<file path="src/rtl/pulse_stretcher.sv">
// Stretches single-cycle event pulses into fixed-length high windows separated by a
// minimum low gap; events arriving mid-window are queued in a saturating counter.
module pulse_stretcher #(
  parameter int HIGH_CYCLES = 4,
  parameter int GAP_CYCLES  = 2,
  parameter int MAX_PENDING = 3
) (
  input  logic                             clk_i,
  input  logic                             rst_n_i,
  input  logic                             pulse_i,
  input  logic                             clr_i,
  output logic                             level_o,
  output logic                             busy_o,
  output logic [$clog2(MAX_PENDING+1)-1:0] pending_o,
  output logic                             overflow_o
);

  localparam int PW      = $clog2(MAX_PENDING + 1);
  localparam int DUR_MAX = (HIGH_CYCLES > GAP_CYCLES) ? HIGH_CYCLES : GAP_CYCLES;
  localparam int CW      = $clog2(DUR_MAX + 1);

  localparam logic [CW-1:0] HIGH_LOAD = CW'(HIGH_CYCLES - 1);
  localparam logic [CW-1:0] GAP_LOAD  = CW'(GAP_CYCLES - 1);
  localparam logic [PW-1:0] PEND_FULL = PW'(MAX_PENDING);

  typedef enum logic [1:0] {
    IDLE = 2'd0,
    HIGH = 2'd1,
    GAP  = 2'd2
  } state_t;

  state_t          state;
  state_t          state_next;
  logic [CW-1:0]   dur_cnt;
  logic [CW-1:0]   dur_next;
  logic [PW-1:0]   pending;
  logic [PW-1:0]   pending_next;
  logic            overflow;
  logic            overflow_next;
  logic            dur_last;
  logic            inc;
  logic            dec;
  logic            drop;

  // Saturating queue update; a simultaneous increment and decrement cancel out.
  function automatic logic [PW-1:0] pend_update(input logic [PW-1:0] cur,
                                                input logic          up,
                                                input logic          down);
    logic [PW-1:0] res;
    res = cur;
    if (up && !down) begin
      res = (cur == PEND_FULL) ? cur : cur + 1'b1;
    end else if (down && !up) begin
      res = cur - 1'b1;
    end
    return res;
  endfunction

  assign dur_last = (dur_cnt == '0);

  always_ff @(posedge clk_i or negedge rst_n_i) begin
    if (!rst_n_i) begin
      state    <= IDLE;
      dur_cnt  <= '0;
      pending  <= '0;
      overflow <= 1'b0;
    end else begin
      state    <= state_next;
      dur_cnt  <= dur_next;
      pending  <= pending_next;
      overflow <= overflow_next;
    end
  end

  // The counter holds remaining cycles minus one, so it reloads on entry and stops at zero.
  always_comb begin
    state_next = state;
    dur_next   = dur_cnt;
    inc        = 1'b0;
    dec        = 1'b0;
    case (state)
      IDLE: begin
        if (pulse_i) begin
          state_next = HIGH;
          dur_next   = HIGH_LOAD;
        end
      end
      HIGH: begin
        inc = pulse_i;
        if (dur_last) begin
          state_next = GAP;
          dur_next   = GAP_LOAD;
        end else begin
          dur_next = dur_cnt - 1'b1;
        end
      end
      GAP: begin
        if (dur_last) begin
          if (pending != '0) begin
            inc        = pulse_i;
            dec        = 1'b1;
            state_next = HIGH;
            dur_next   = HIGH_LOAD;
          end else if (pulse_i) begin
            // Empty queue: a pulse here behaves like a fresh start from IDLE.
            state_next = HIGH;
            dur_next   = HIGH_LOAD;
          end else begin
            state_next = IDLE;
            dur_next   = '0;
          end
        end else begin
          inc      = pulse_i;
          dur_next = dur_cnt - 1'b1;
        end
      end
      default: begin
        state_next = IDLE;
        dur_next   = '0;
      end
    endcase
  end

  always_comb begin
    drop          = inc && !dec && (pending == PEND_FULL);
    pending_next  = pend_update(pending, inc, dec);
    overflow_next = overflow;
    if (drop) begin
      overflow_next = 1'b1;
    end else if (clr_i) begin
      overflow_next = 1'b0;
    end
  end

  always_comb begin
    level_o    = (state == HIGH);
    busy_o     = (state != IDLE);
    pending_o  = pending;
    overflow_o = overflow;
  end

endmodule

</file>
<file path="config.mk">
export PLATFORM = sky130hd
export DESIGN_NAME = pulse_stretcher
export DESIGN_NICKNAME = d
export VERILOG_FILES = /design/src/rtl/pulse_stretcher.sv
export SDC_FILE = /design/constraint.sdc
export NUM_CORES = 1
export LEC_CHECK = 0
export BUFFER_PORTS_ARGS = -buffer_cell sky130_fd_sc_hd__buf_2
export CAP_MARGIN = 25
export CORE_AREA = 3 3 40 42
export DETAILED_ROUTE_END_ITERATION = 8
export DIE_AREA = 0 0 43 45
export SYNTH_ARGS = -nofsm -noshare
export SYNTH_HDL_FRONTEND = slang
export SYNTH_SLANG_ARGS = --single-unit
</file>
<file path="constraint.sdc">
create_clock -name clk_i -period 3.7 [get_ports clk_i]
set_input_delay 0.555 -clock clk_i [delete_from_list [all_inputs] [get_ports clk_i]]
set_output_delay 0.555 -clock clk_i [all_outputs]
set_load 0.05 [all_outputs]
</file>
## After elaboration in Yosys (flattened, before gate mapping)

Cells that the tools add are included.

- Add/subtract/negate cells: 3
- Eq/ne operators: 7
- Mux-type cells: 23
- Reduce and logical (&&, ||, !) cells: 13

Operators with widths:

| kind | count |
|---|---|
| two-way mux 2 bit | 8 |
| two-way mux 1 bit | 9 |
| two-way mux 3 bit | 3 |
| one-hot mux 3 bit (3 select lines) | 1 |
| nonzero test 2 bit | 4 |
| inequality test 2 bit (second input constant) | 3 |
| one-hot mux 2 bit (3 select lines) | 1 |
| == test 2 bit (second input constant) | 2 |
| logical AND 1 bit | 3 |
| logical NOT 3 bit | 1 |
| AND reduction 3 bit | 1 |
| subtractor 3 x 1 -> 3 bit (second input constant) | 1 |
| adder 2 x 1 -> 2 bit (second input constant) | 1 |
| == test 2 x 1 -> 1 bit (second input constant) | 1 |
| logical NOT 1 bit | 2 |
| logical NOT 2 bit | 1 |
| inequality test 2 x 1 -> 1 bit (second input constant) | 1 |
| one-hot mux 1 bit (2 select lines) | 1 |
| AND reduction 2 bit | 1 |
| subtractor 2 x 1 -> 2 bit (second input constant) | 1 |

- Bits in registers: 8
- Word-level logic and storage cells: 50

## Longest topological paths before layout

- Word-level depth: 8
- Depth in mapped cells: 7
- Gate-level depth less buffers: 6

## Worst setup path after synthesis

No wires, ideal clock.

- Path kind: reg2reg
- Start: register pending[0], in the netlist pending_o[0]
- End: register dur_cnt[1]
- Setup time: 122 ps
- Arrival: 1595 ps
- Setup slack: 1983 ps
- Stages on the path, launching flop included: 6
- Buffers on the path: 1
- Clock period less this slack: 1717 ps
- Path through: dfrtp_1 buf_6 or3_4 a21oi_2 nand2_1 a32o_1

- Word-level cells in the longest chain between the ends: 4

Ends and longest elaborated chain:

| element | RTL line | source |
|---|---|---|
| start, declared | 36 | `logic [PW-1:0] pending;` |
| start signal, assigned | 70 | `pending <= pending_next;` |
| nonzero test 2 bit | 99 | `if (pending != '0) begin` |
| two-way mux 2 bit | 99 |  |
| two-way mux 3 bit | 98 | `if (dur_last) begin` |
| one-hot mux 3 bit (3 select lines) | 81 | `case (state)` |
| end signal, assigned | 69 | `dur_cnt <= dur_next;` |
| end, declared | 34 | `logic [CW-1:0] dur_cnt;` |

Every way passes these cells.
A chain may end at the register's enable or synchronous reset.

## Final worst setup path

- Start: register state[1]
- End: output port level_o

- Word-level cells in the longest chain between the ends: 1

Ends and longest elaborated chain:

| element | RTL line | source |
|---|---|---|
| start, declared | 32 | `state_t state;` |
| start signal, assigned | 68 | `state <= state_next;` |
| == test 2 x 1 -> 1 bit | 136 | `level_o = (state == HIGH);` |
| end, declared | 12 | `output logic level_o,` |

Every way passes these cells.

==> flow_summary.ini <==
[logic_synthesis]
synth-seq-cells = 8
synth_nets = 75
yosys_warnings = 0
synth-edff-count = 0
synth-main-ff-cell = dfrtp_1
yosysTopAreaCellShare = 0.345
netlist_top_cells_count = dfrtp_1, nand2_1, a21oi_1, ha_1, inv_1
syn_avg_cell_area_um2 = 8.93
netlist_area_um2 = 581
seq_area_frac_synth = 0.345
synth_cell_types = 30
synth_top_area_cell = dfrtp_1
async_flop_share = 1.00
yosysMostFrequentCell = dfrtp_1
synthTopCellsByArea = dfrtp_1, ha_1, a21oi_1
synth_cells = 65

[setup_path]
cp_slowest_cell = dfrtp_1
critPathArrivalTime_ns = 1.32
crit_path_max_fanout = 6
end_kind = primary output
cp-start-kind = flop
path_cells = inv_1 > ha_1 > buf_2
cp_num_buf_inv = 2
required_ns = 3.14
crit_family = flip-flops
slowest_delay_ns = 0.41
crit_type = flop to primary output

[die]
start_util = 0.452
die_h_um = 45
rows = 13
die_area_um2 = 1940
placeableCoreArea_um2 = 1280
die_w_um = 43
io-pin-count = 9

[grt]
grt_first_pass_wirelength_um = 1860
antenna_found_initial = 0
grt_max_degree = 10
overflow = 0
grt_pass1_vias = 429
grt_usage = 0.133

[drt]
drt_wl_total_um = 1100
viasPerCell = 5.24
vias = 461
wl_per_cell_um = 12.5
drtIter0Drc = 16
ant_nets = 0
drc = 0
first_pass_iters = 4

[clock_tree]
cts.clk_slew.worst_paths_ns = 0.06
htree_num_levels = 1
cts-root-buf = clkbuf_4
cts_setup_buffers = 0
insertion_delay_ns = 0.26
cts_tree = done
numCtsBuffers = 3
hold_buffers = 0
cts.sinks = 8
cts_resized = 0
cts_buffer_depth = 2

[placed_design]
io_buffers = 8
gp_congestion = 0.745
dp_hpwl_um = 854

[timing]
worst-slew-pin-transition_ns = 0.335
fin_crit_sh = 0.508
rsz0062_at_grt = no
setup_viol_count_final = 0
fmax_mhz = 532
tns_ns = 0
final_hold_viol_count = 0
min_period_ns = 1.88
max-slew-margin-rel = 0.777
fin_worst_skew_ns = 0.000297
slew_viol_final = 0

[layout]
drive_gt1_frac = 0.192
antenna_cells = 0
final_nets = 85
syn2layout_area_growth_pct = 10.6

[outcome]
outcome = completed

[flow_run]
maxCapViolations = 0

[min_path]
hp-class = input port to async pin
==> cells by family after synthesis <==
group                      after synthesis  share of synthesized area
DFF                                      8                      0.345
xor gates and xnor gates                 1                     0.0151
AOI/OAI and AO/OA                       21                      0.261
adders and majority gates                6                      0.129
buffers and inverters                    9                     0.0733
and+or+nand+nor                         20                      0.177
==> cell type report <==
type	count	area, um2
well taps	15	18.8
flip-flops and latches	8	200
inverters	6	22.5
repair buffers	8	40.0
multi-input cells	48	338
fillers	130	643
clock buffers	3	22.5
==> worst register-to-register path, cell delays in order (launching register included) <==
cell and delay, ns:
dfrtp_1 0.37, inv_1 0.07, ha_1 0.21, and2b_1 0.23, xnor2_1 0.15, a221oi_1 0.24
o221ai_1 0.16
==> final timing paths <==
path,startpoint,to,slack [ns],cells after the start
setup / recovery,state[1],level_o,1.82,3
hold / removal,rst_n_i,pending_o[1],0.13,1
setup reg to reg,dur_cnt[0],pending_o[0],2.14,6
hold reg to reg,dur_cnt[2],dur_cnt[2],0.52,1
max in group asynchronous,rst_n_i,overflow_o,3.40,1
min in group clk_i,dur_cnt[2],dur_cnt[2],0.52,1
==> routing by layer <==
| metal | vias up | GRT usage | part of all wire |
|---|---|---|---|
| li1 | 247 | - | - |
| met1 | 202 | 0.165 | 0.50 |
| met3 | 2 | 0.0398 | 0.051 |
| met5 | - | 0 | 0 |
| met2 | 10 | 0.198 | 0.43 |
| met4 | 0 | 0.0904 | 0.018 |
==> registers in the layout (all words and copies together) (netlist names) <==
| register | count |
|---|---|
| dur_cnt | 3 |
| pending_o | 2 |
| state | 2 |
| overflow_o | 1 |
==> stage by stage <==
step	hold slack, ns	cells	area [um2]	worst slack [ns]	utilization
floorplan	0.259	65	581	1.98	-
finish	0.128	88	642	1.82	0.500
CTS	0.130	88	642	1.81	0.500
global placement	0.413	85	619	2.03	0.482
global route	0.127	88	642	1.72	0.500
detailed placement	0.413	85	619	2.07	0.482
==> layout by cell type (no fill, tap or decap), types with 2 or more instances in the layout <==
cell type  Yosys  final
dfrtp_1        8      8
buf_2          1      8
nand2_1        7      7
inv_1          6      6
a21oi_1        6      6
ha_1           6      6
nor2_1         5      5
clkbuf_4       0      3
nand2b_1       2      2
nor2b_1        2      2
a32o_1         2      2
Power is left out: the tool's default activity adds up to more than one toggle a clock period on the data nets, which glitch-free logic cannot reach.
